### src/rtl/rv32i_pkg.sv
// Shared definitions for the RV32I execute stage.
//   alu_op_e : 4-bit ALU operation codes
//   OP_*     : 7-bit major opcodes used by the decoder
package rv32i_pkg;

  typedef enum logic [3:0] {
    ALU_ADD   = 4'd0,
    ALU_SUB   = 4'd1,
    ALU_SLL   = 4'd2,
    ALU_SLT   = 4'd3,
    ALU_SLTU  = 4'd4,
    ALU_XOR   = 4'd5,
    ALU_SRL   = 4'd6,
    ALU_SRA   = 4'd7,
    ALU_OR    = 4'd8,
    ALU_AND   = 4'd9,
    ALU_LUI   = 4'd10,
    ALU_AUIPC = 4'd11,
    ALU_EQ    = 4'd12,
    ALU_NE    = 4'd13,
    ALU_GE    = 4'd14,
    ALU_GEU   = 4'd15
  } alu_op_e;

  localparam logic [6:0] OP_R      = 7'b0110011;
  localparam logic [6:0] OP_I      = 7'b0010011;
  localparam logic [6:0] OP_LOAD   = 7'b0000011;
  localparam logic [6:0] OP_STORE  = 7'b0100011;
  localparam logic [6:0] OP_BRANCH = 7'b1100011;
  localparam logic [6:0] OP_JAL    = 7'b1101111;
  localparam logic [6:0] OP_JALR   = 7'b1100111;
  localparam logic [6:0] OP_LUI    = 7'b0110111;
  localparam logic [6:0] OP_AUIPC  = 7'b0010111;
  localparam logic [6:0] OP_SYSTEM = 7'b1110011;

endpackage

### src/rtl/rv32i_alu_unit_adder.sv
// 32-bit adder/subtractor.
//   in0, in1 : operands
//   sub      : 1 = in0 - in1, 0 = in0 + in1
//   out      : wrapped 32-bit result
module adder_bit32 (
  input  logic [31:0] in0,
  input  logic [31:0] in1,
  input  logic        sub,
  output logic [31:0] out
);

  // Two's complement subtract: invert in1 and inject the carry-in.
  assign out = in0 + (in1 ^ {32{sub}}) + {31'd0, sub};

endmodule

### src/rtl/rv32i_alu_unit.sv
// Execute-stage ALU for the multicycle RV32I core.
//   clk, reset (async, active low), en : capture control
//   opcode, funct3, funct7, immediate  : decoded instruction fields
//   rs1_val, rs2_val, pc               : operands (already muxed) and PC
//   alu_op, rd_val                     : combinational decode and result
//   ex_rd_val, ex_valid                : registered result and strobe
//   pc_next_inc, pc_plus_imm           : combinational PC adders
module rv32i_alu_unit
  import rv32i_pkg::*;
(
  input  logic        clk,
  input  logic        reset,
  input  logic        en,
  input  logic [6:0]  opcode,
  input  logic [2:0]  funct3,
  input  logic [6:0]  funct7,
  input  logic [20:0] immediate,
  input  logic [31:0] rs1_val,
  input  logic [31:0] rs2_val,
  input  logic [31:0] pc,
  output logic [3:0]  alu_op,
  output logic [31:0] rd_val,
  output logic [31:0] ex_rd_val,
  output logic        ex_valid,
  output logic [31:0] pc_next_inc,
  output logic [31:0] pc_plus_imm
);

  alu_op_e     op;
  logic [31:0] add_in1;
  logic [31:0] add_out;
  logic [31:0] imm_ext;
  logic [4:0]  shamt;
  logic        unused_funct7;

  // Only funct7[5] distinguishes operations in RV32I.
  assign unused_funct7 = ^{funct7[6], funct7[4:0]};

  // Decoder
  always_comb begin
    op = ALU_ADD;
    case (opcode)
      OP_R, OP_I: begin
        case (funct3)
          3'b000: op = (opcode == OP_R && funct7[5]) ? ALU_SUB : ALU_ADD;
          3'b001: op = ALU_SLL;
          3'b010: op = ALU_SLT;
          3'b011: op = ALU_SLTU;
          3'b100: op = ALU_XOR;
          // I-type shifts carry the arithmetic flag in imm[10] (instr[30]).
          3'b101: begin
            if (opcode == OP_R) op = funct7[5] ? ALU_SRA : ALU_SRL;
            else                op = immediate[10] ? ALU_SRA : ALU_SRL;
          end
          3'b110: op = ALU_OR;
          default: op = ALU_AND;
        endcase
      end
      OP_LUI:   op = ALU_LUI;
      OP_AUIPC: op = ALU_AUIPC;
      OP_BRANCH: begin
        case (funct3)
          3'b000:  op = ALU_EQ;
          3'b001:  op = ALU_NE;
          3'b100:  op = ALU_SLT;
          3'b101:  op = ALU_GE;
          3'b110:  op = ALU_SLTU;
          3'b111:  op = ALU_GEU;
          default: op = ALU_ADD;
        endcase
      end
      default: op = ALU_ADD;
    endcase
  end

  assign alu_op = op;

  // Shared adder handles ADD, SUB and AUIPC; AUIPC pre-shifts the upper immediate.
  assign add_in1 = (op == ALU_AUIPC) ? (rs2_val << 12) : rs2_val;

  adder_bit32 u_alu_add (
    .in0 (rs1_val),
    .in1 (add_in1),
    .sub (op == ALU_SUB),
    .out (add_out)
  );

  assign shamt = rs2_val[4:0];

  // ALU
  always_comb begin
    rd_val = add_out;
    case (op)
      ALU_ADD, ALU_SUB, ALU_AUIPC: rd_val = add_out;
      ALU_SLL:  rd_val = rs1_val << shamt;
      ALU_SLT:  rd_val = {31'd0, $signed(rs1_val) < $signed(rs2_val)};
      ALU_SLTU: rd_val = {31'd0, rs1_val < rs2_val};
      ALU_XOR:  rd_val = rs1_val ^ rs2_val;
      ALU_SRL:  rd_val = rs1_val >> shamt;
      ALU_SRA:  rd_val = $unsigned($signed(rs1_val) >>> shamt);
      ALU_OR:   rd_val = rs1_val | rs2_val;
      ALU_AND:  rd_val = rs1_val & rs2_val;
      ALU_LUI:  rd_val = rs2_val << 12;
      ALU_EQ:   rd_val = {31'd0, rs1_val == rs2_val};
      ALU_NE:   rd_val = {31'd0, rs1_val != rs2_val};
      ALU_GE:   rd_val = {31'd0, $signed(rs1_val) >= $signed(rs2_val)};
      ALU_GEU:  rd_val = {31'd0, rs1_val >= rs2_val};
      default:  rd_val = add_out;
    endcase
  end

  assign imm_ext = {{11{immediate[20]}}, immediate};

  adder_bit32 u_pc_inc (
    .in0 (pc),
    .in1 (32'd4),
    .sub (1'b0),
    .out (pc_next_inc)
  );

  adder_bit32 u_pc_imm (
    .in0 (pc),
    .in1 (imm_ext),
    .sub (1'b0),
    .out (pc_plus_imm)
  );

  always_ff @(posedge clk or negedge reset) begin
    if (!reset) begin
      ex_rd_val <= 32'd0;
      ex_valid  <= 1'b0;
    end else begin
      ex_valid <= en;
      if (en) ex_rd_val <= rd_val;
    end
  end

endmodule

### config.mk
export PLATFORM = sky130hd
export DESIGN_NAME = rv32i_alu_unit
export DESIGN_NICKNAME = d
export VERILOG_FILES = /design/src/rtl/rv32i_pkg.sv /design/src/rtl/rv32i_alu_unit_adder.sv /design/src/rtl/rv32i_alu_unit.sv
export SDC_FILE = /design/constraint.sdc
export NUM_CORES = 1
export LEC_CHECK = 0
export BUFFER_PORTS_ARGS = -buffer_cell sky130_fd_sc_hd__buf_2
export CAP_MARGIN = 20
export CORE_MARGIN = 3
export CORE_UTILIZATION = 45
export CTS_CLUSTER_DIAMETER = 60
export CTS_CLUSTER_SIZE = 40
export DETAILED_ROUTE_END_ITERATION = 7
export PLACE_DENSITY = 0.65
export SETUP_SLACK_MARGIN = 0.1
export SYNTH_ARGS = -nofsm -noshare
export SYNTH_HDL_FRONTEND = slang
export SYNTH_SLANG_ARGS = --single-unit
### constraint.sdc
create_clock -name clk -period 7.7 [get_ports clk]
set_input_delay 0.385 -clock clk [delete_from_list [all_inputs] [get_ports clk]]
set_output_delay 0.385 -clock clk [all_outputs]
set_load 0.01 [all_outputs]
==> results.yml, run 1 <==
layout:
  area_growth_synth_to_finish_pct: 13.2
  multi_input_comb_area_sq_mm: 0.0107
  seqCellArea_sq_um: 826
  layout.cell_area.non_filler_sq_mm: 0.0139
  nFillCells: 2652
  ratio_of_cells_with_drive_above_1_in_the_final_layout: 0.215
  diodes: 0
  fin_nets: 2158
synth:
  post_synth_instance_area_sq_mm: 0.0123
  post-synth-top-area-cell: "ha_1"
  synth_nets: 1967
  yosysTopAreaCellShare: 0.162
  ys.flop_type: "dfrtp_1"
  synth_instances: 1669
  synthesis.area_per_instance_sq_um: 7.37
  postSynthRegisterBits: 33
  ys_async_sr_fraction: 1.00
  synth_edf_count: 0
  ys_warn_count: 0
  synth_cell_type_count: 99
  synthTopCellsByArea: "ha_1 (16%), dfrtp_1 (6.7%), mux4_2 (6.6%)"
  synth_sequential_area_ratio: 0.0671
timing:
  finalCritPeriodShare: 0.798
  finalHoldWorstSlack_ns: 0.162
  drv_slew: 0
  max_slew.worst_pin.slew_ns: 1.13
  maxSlewHeadroom: 0.247
  timing.clock.skew_ns: 0
  setup_repair_after_global_routing_missed_its_margin: "no"
  layout_min_cycle_time_ns: 6.14
  setup-tns-final_ns: 0
  timing_hold_violations_final: 0
  fmax_mhz: 163
  setup_violators_final: 0
floorplan:
  boundaryPins: 270
  fp.dieArea_sq_mm: 0.0294
  die_x_microns: 171
  floorplan_row_count: 59
  start_util: 0.464
  fp.coreArea_sq_mm: 0.0265
  die_height_microns: 171
cts:
  max_clock_buf_depth: 2
  cts_hold_buf: 0
  total_clock_buffers_created_by_cts: 5
  htree_num_levels: 2
  post_cts.resized_instances: 0
  root_buffer: "clkbuf_16"
  clk-insertion-delay-late_ns: 0.28
  cts_post_setup_buffers_inserted: 0
  sinks_on_clock_net: 33
  clk_transition_reported_paths_ns: 0.05
  cts_tree: "done"
pwr:
  vdd.ir_drop.worst_v: 0.0000887
  pleak_nw: 6.58
  fin_total_pwr_w: 0.00157
  power_density_over_the_cells_mw_per_mm2: 113
critical_path:
  crit_arrival_ns: 5.76
  worstSetupStartpointType: "input port"
  critical_path_required_ns: 7.32
  timing.rr.start: "ex_rd_val[27]"
  worstPathMaxFanout: 31
  critPathCaptureType: "output port"
  path_class: "in2out"
  critical-path-slowest-cell: "a311oi_1"
  cp-startpoint: "opcode[3]"
  timing.critical_path.slowest_cell_delay_ns: 0.60
  path_cells: "buf_2, and3b_1, nand2_1, nor3b_1, a211oi_2, buf_4, nor3_2, buf_4, xnor2_1, ha_1, nand4_1, or2_2, a211o_1, a311oi_1, a221oi_2, nor2_1, o221ai_1, mux2i_1, or3_1, buf_2"
drt:
  routed_via_density: 6.49
  vias: 14200
  drtIter0Drc: 1491
  detail_route.first_pass.iterations: 6
  wl_per_cell_microns: 23.5
  remaining_drc_errors: 0
  final_antenna_net_count: 0
  drt-total-wl_microns: 51700
global_routing:
  grt_max_degree: 59
  grt.overflow.total: 0
  antenna_found_initial: 0
  grt_pass1_vias: 13100
  grt_usage: 0.339
  global_route_wire_length_before_repair_microns: 77400
placed_design:
  gp_congestion: 1.04
  dp_hpwl_microns: 41000
  placedInstanceArea_sq_mm: 0.0138
  port_buffers: 263
run:
  drv_cap: 0
outcome:
  outcome: "finished clean"
worst_hold_path:
  hold_path_class: "in2async"
registers in the layout (all words and copies together), names as in the netlist:
name and flops:
ex_rd_val 32, ex_valid 1
final timing paths:
check	endpoint	slack, ns	depth (start not counted)
min reg2reg	ex_rd_val[20]	0.50	1
max in group asynchronous	ex_rd_val[25]	7.07	1
max reg2reg	ex_rd_val[27]	6.95	1
min in group clk	ex_rd_val[20]	0.50	1
max	rd_val[26]	1.56	20
min	ex_rd_val[8]	0.16	1
through the flow:
| step | setup WS, ns | cells | util |
|---|---|---|---|
| 3_5_place_dp | 1.65 | 2187 | 0.520 |
| 4_1_cts | 1.64 | 2195 | 0.526 |
| 3_3_place_gp | 1.73 | 2187 | 0.520 |
| 2_1_floorplan | 2.46 | 1669 | - |
| 5_1_grt | 1.24 | 2196 | 0.526 |
| 6_report | 1.56 | 2196 | 0.526 |
layer usage:
layer	track usage	wire length [microns]	vias to the layer above
li1	-	-	6493
met1	0.467	21500	6756
met2	0.538	22600	871
met3	0.0432	5410	122
met4	0.135	2220	0
met5	0	0	-
layout make-up:
type / instances / share of cell area
well taps: 335 / 0.0301
repair buffers: 283 / 0.105
clock buffers: 7 / 0.0110
inverters: 104 / 0.0280
multi-input cells: 1433 / 0.766
clock inverters: 1 / 0.000359
flip-flops and latches: 33 / 0.0593
synth_stat cells, types with 6 or more instances:
library cell,n
o21a_1,17
xor2_1,24
a22oi_1,22
inv_1,101
nor2b_1,10
buf_2,20
a211oi_1,29
o211ai_1,17
a211o_1,7
o21bai_1,15
a21o_1,36
mux4_2,36
xnor2_1,86
a41oi_1,7
nor2_1,193
mux2i_1,67
dfrtp_1,33
mux2_2,35
nand2_1,142
and2_1,6
nand3_1,38
or2_2,9
a21oi_1,132
buf_1,11
nor3_1,26
o21ai_0,104
a221oi_1,13
nand2b_1,14
and3_1,13
ha_1,159
or3_1,8
a31oi_1,20
o22ai_1,7
nand4_1,17
clkbuf_1,61
o31ai_1,9
power breakdown:
| group | switching [W] | leakage, nW | internal, W |
|---|---|---|---|
| Combinational | 0.000682 | 6.12 | 0.000438 |
| Clock | 0.0000706 | 0.0799 | 0.000137 |
| Sequential | 0.0000211 | 0.379 | 0.000220 |
cells by family (layout without fill, tap and decap cells):
kind of cell,Yosys count,after routing,share of synthesized area
simple gates,507,507,0.190
xor+xnor,110,110,0.0783
mux,141,141,0.155
buf+inv,203,395,0.0667
fa+ha+maj,161,161,0.165
compound gates,514,514,0.278
flops,33,33,0.0671
critical path: cells and delay by family:
kind	cells	cell delay, ns
simple gates	8	2.33
fa+ha+maj	1	0.41
buf+inv	4	0.99
xor+xnor	1	0.15
compound gates	5	1.31
mux	1	0.16
cells in the final DEF, fill, tap and decap left out, types with 24 or more instances in the layout:
cell type	instances
a21oi_1	132
nand2_1	142
a21o_1	36
nor3_1	25
o21ai_0	103
mux4_2	36
xor2_1	24
a211oi_1	29
xnor2_1	86
inv_1	101
nand3_1	38
mux2i_1	67
nor2_1	193
dfrtp_1	33
buf_2	262
mux2_2	35
ha_1	159
Note: power is estimated with default switching activity, not from simulation.
==> inputs of run 2 (changes only) <==
- clock period: 7.7 -> 6.2 ns (I/O delays scaled with it)
==> results.yml, run 2 (same netlist as run 1, synthesis figures left out) <==
pwr:
  p_int_w: 0.000988
  power.clock.fraction: 0.130
  pleak_nw: 6.62
  power.switching_fraction: 0.495
  power_density_over_the_cells_mw_per_mm2: 140
  share_seq_of_total_power: 0.153
  p_switching_w: 0.000968
  power.combinational.fraction: 0.717
  vdd.ir_drop.worst_v: 0.000103
floorplan:
  die_x_microns: 171
  fp.dieArea_sq_mm: 0.0294
  start_util: 0.464
  die_height_microns: 171
  floorplan_row_count: 59
  fp.coreArea_sq_mm: 0.0265
  boundaryPins: 270
cts:
  htree_num_levels: 2
  cts_hold_buf: 0
  cts_post_setup_buffers_inserted: 0
  max_clock_buf_depth: 2
  clk_transition_reported_paths_ns: 0.05
  total_clock_buffers_created_by_cts: 5
  clk-insertion-delay-late_ns: 0.28
  root_buffer: "clkbuf_16"
  sinks_on_clock_net: 33
  cts_tree: "done"
  post_cts.resized_instances: 0
timing:
  max_slew.worst_pin.slew_ns: 1.11
  drv_slew: 0
  setup_violators_final: 0
  setup-tns-final_ns: 0
  maxSlewHeadroom: 0.261
  finalHoldWorstSlack_ns: 0.0816
  timing.clock.skew_ns: 0
  timing_hold_violations_final: 0
  setup_ws_ns: 0.413
  layout_min_cycle_time_ns: 5.79
  finalCritPeriodShare: 0.933
  fmax_mhz: 173
  setup_repair_after_global_routing_missed_its_margin: "no"
global_routing:
  global_route_wire_length_before_repair_microns: 77900
  antenna_found_initial: 2
  grt.overflow.total: 0
  grt_pass1_vias: 13200
  grt_usage: 0.344
  grt_max_degree: 65
drt:
  drtIter0Drc: 1441
  final_antenna_net_count: 0
  drt-total-wl_microns: 53100
  routed_via_density: 6.46
  vias: 14200
  wl_per_cell_microns: 24.1
  detail_route.first_pass.iterations: 5
  remaining_drc_errors: 0
layout:
  layout.cells.non_filler: 2203
  fin_nets: 2164
  reg_top3: "ex_rd_val: 32 flops, ex_valid: 1 flops"
  mostFrequentLayoutCells: "buf_2 (262), nor2_1 (193), ha_1 (159)"
  largest_register_ff_count: 32
  ratio_of_cells_with_drive_above_1_in_the_final_layout: 0.217
  largest_register: "ex_rd_val"
  area_growth_synth_to_finish_pct: 13.7
  layout.cells.most_common: "buf_2"
critical_path:
  crit_arrival_ns: 5.48
  reg2reg_setup_slack_ns: 5.43
  critical_path_required_ns: 5.89
  r2r.worst_path.cells: 1
  r2r_end: "ex_rd_val[16]"
  path_class: "in2out"
  worstPathMaxFanout: 6
  timing.rr.start: "ex_rd_val[16]"
  worstSetupStartpointType: "input port"
  critPathCaptureType: "output port"
placed_design:
  gp_congestion: 1.02
  port_buffers: 263
  dp_hpwl_microns: 42700
  place_ws_ns: 0.542
  place.detailed.instances: 2194
outcome:
  outcome: "finished clean"
worst_hold_path:
  hold_path_class: "in2async"
run:
  drv_cap: 0
run 2: power groups by stage:
stage | logic (W) | registers (W) | clock network [W]
6_report | 0.00140 | 0.000300 | 0.000254
5_1_grt | 0.00152 | 0.000306 | 0.000265
4_1_cts | 0.00137 | 0.000300 | 0.000257
3_5_place_dp | 0.00137 | 0.000303 | 0
3_3_place_gp | 0.00136 | 0.000302 | 0
2_1_floorplan | 0.000809 | 0.000332 | 0
run 2: metal layers:
metal	GRT usage	share of wire	up-vias
met5	0	0.00024	-
li1	-	-	6514
met2	0.534	0.43	806
met4	0.145	0.047	2
met1	0.454	0.41	6770
met3	0.0857	0.11	150
run 2: how the worst max path moves through the flow:
| stage | from | to | slack [ns] |
|---|---|---|---|
| final | opcode[3] | rd_val[26] | 0.41 |
| after global routing | opcode[3] | rd_val[31] | 0.10 |
| after CTS | opcode[3] | rd_val[26] | 0.53 |
| after detailed placement | opcode[3] | rd_val[26] | 0.54 |
| after global placement | opcode[3] | rd_val[31] | 0.57 |
| after floorplan | opcode[2] | ex_rd_val[27] | 1.08 |
run 2: cell type report:
class                      count  area (sq um)
timing repair buffer         289          1530
clock buffer                   7           153
multi-input combinational   1433         10700
fill                        2673         12500
sequential                    33           826
inverter                     104           390
tap                          335           419
antenna                        1          2.50
clock inverter                 1          5.00
run 2: worst max-delay path, stage by stage:
cell	delay [ns]
buf_2	0.10
and3b_1	0.39
nand2_1	0.20
nor3b_1	0.38
a211oi_2	0.08
nor3_2	0.53
buf_4	0.25
xnor2_1	0.07
ha_1	0.39
nand4_1	0.24
or2_2	0.35
a211o_1	0.29
a311oi_1	0.52
a221oi_2	0.20
nor2_1	0.23
o221ai_1	0.17
mux2i_1	0.16
or3_1	0.43
buf_2	0.17
run 2: stage by stage:
stage                util  total power, W  cell area (sq um)
floorplan               -         0.00114              12300
global placement    0.522         0.00166              13800
detailed placement  0.522         0.00167              13800
CTS                 0.528         0.00193              14000
global route        0.528         0.00209              14000
finish              0.528         0.00196              14000
==> inputs of run 3 (changes only) <==
- CORE_UTILIZATION: 45 -> 40
- PLACE_DENSITY: 0.65 -> 0.59
==> results.yml, run 3 (same netlist as run 1, synthesis figures left out) <==
outcome:
  outcome: "finished clean"
timing:
  timing_hold_violations_final: 0
  timing.clock.skew_ns: 0
  max_slew.worst_pin.slew_ns: 0.963
  finalCritPeriodShare: 0.901
  setup_repair_after_global_routing_missed_its_margin: "no"
  setup_violators_final: 0
  drv_slew: 0
  layout_min_cycle_time_ns: 5.59
  maxSlewHeadroom: 0.357
  setup-tns-final_ns: 0
  fmax_mhz: 179
floorplan:
  floorplan_row_count: 63
  die_height_microns: 181
  die_x_microns: 181
  boundaryPins: 270
  fp.coreArea_sq_mm: 0.0300
  start_util: 0.411
  fp.dieArea_sq_mm: 0.0329
pwr:
  pleak_nw: 6.61
  vdd.ir_drop.worst_v: 0.000124
  power_density_over_the_cells_mw_per_mm2: 141
layout:
  layout.cells.most_common: "buf_2"
  layout.cells.non_filler: 2256
  fin_nets: 2163
  largest_register: "ex_rd_val"
  nFillCells: 3099
  mostFrequentLayoutCells: "buf_2 (263), nor2_1 (193), ha_1 (159)"
  diodes: 0
  area_growth_synth_to_finish_pct: 14.3
  largest_register_ff_count: 32
  ratio_of_cells_with_drive_above_1_in_the_final_layout: 0.217
  reg_top3: "ex_rd_val: 32 flops, ex_valid: 1 flops"
cts:
  clk_transition_reported_paths_ns: 0.05
  htree_num_levels: 2
  cts_post_setup_buffers_inserted: 0
  total_clock_buffers_created_by_cts: 5
  sinks_on_clock_net: 33
  clk-insertion-delay-late_ns: 0.28
  max_clock_buf_depth: 2
  cts_tree: "done"
  root_buffer: "clkbuf_16"
  cts_hold_buf: 0
  post_cts.resized_instances: 0
run:
  drv_cap: 0
placed_design:
  port_buffers: 263
  dp_hpwl_microns: 43200
  place.detailed.instances: 2247
  gp_congestion: 1.06
drt:
  final_antenna_net_count: 0
  top_layer: "met4"
  detail_route.first_pass.iterations: 6
  vias: 14100
  remaining_drc_errors: 0
  met3_length_microns: 4680
  drtIter0Drc: 1551
  wl_per_cell_microns: 23.8
  met2_wirelength_microns: 23700
  routedLengthMet1_microns: 22500
  drt-total-wl_microns: 53700
  routed_via_density: 6.24
critical_path:
  critPathCaptureType: "output port"
  worstSetupStartpointType: "input port"
  critical_path_required_ns: 5.89
  worstPathMaxFanout: 18
  cp-startpoint: "funct3[1]"
  timing.rr.start: "ex_rd_val[27]"
  crit_arrival_ns: 5.28
  path_class: "in2out"
global_routing:
  global_route_wire_length_before_repair_microns: 80300
  grt_pass1_vias: 13300
  grt.overflow.total: 0
  grt_usage: 0.308
  antenna_found_initial: 0
  grt_max_degree: 55
worst_hold_path:
  hold_path_class: "in2async"
==> run 3: layout make-up <==
type                            instances  area [sq um]  share of cell area
Clock buffer                            7           143              0.0101
Multi-Input combinational cell       1433         10700               0.760
Sequential cell                        33           826              0.0587
Tap cell                              390           488              0.0347
Clock inverter                          1          30.0             0.00214
Inverter                              104           390              0.0278
Timing Repair Buffer                  288          1500               0.107
==> run 3: power by group <==
| group | total [W] | internal (W) | switching [W] |
|---|---|---|---|
| clock | 0.000284 | 0.000200 | 0.0000841 |
| sequential | 0.000300 | 0.000273 | 0.0000266 |
| combinational | 0.00140 | 0.000545 | 0.000859 |
| total | 0.00199 | 0.00102 | 0.000969 |
==> run 3: worst max-delay path, cell delays in order <==
cell and delay, ns:
buf_2 0.21, and2b_4 0.24, o311ai_4 0.24, and2_2 0.24
nand2_1 0.15, nor3_2 0.21, buf_4 0.34, xnor2_1 0.12
ha_1 0.36, a21o_1 0.23, a21o_1 0.19, a2111oi_1 0.65
nor4_1 0.16, o21ai_1 0.19, o211ai_2 0.16, a311o_2 0.48
a21oi_1 0.27, mux2i_1 0.29, nand2_1 0.07, buf_2 0.15
==> run 3: worst paths after layout <==
check	slack, ns	cells past startpoint	end
setup / recovery	0.61	20	rd_val[31]
hold / removal	0.09	1	ex_rd_val[18]
setup reg to reg	5.42	1	ex_rd_val[27]
hold reg to reg	0.50	1	ex_rd_val[30]
max in group asynchronous	5.66	1	ex_rd_val[29]
min in group clk	0.50	1	ex_rd_val[30]
==> run 3: layer usage <==
layer | track usage | vias to the layer above
met2 | 0.490 | 770
met4 | 0.138 | 0
met1 | 0.417 | 6678
met3 | 0.0397 | 135
li1 | - | 6504
met5 | 0 | -
==> run 3: stage by stage <==
step	total power, W	utilization	instance area, sq um	worst slack [ns]	hold slack, ns
after floorplan	0.00114	-	12300	1.08	0.0144
after global placement	0.00166	0.464	13900	0.701	0.404
after detailed placement	0.00168	0.464	13900	0.655	0.395
after CTS	0.00198	0.469	14100	0.634	0.104
after global routing	0.00212	0.469	14100	0.271	0.153
final	0.00199	0.469	14100	0.612	0.0906
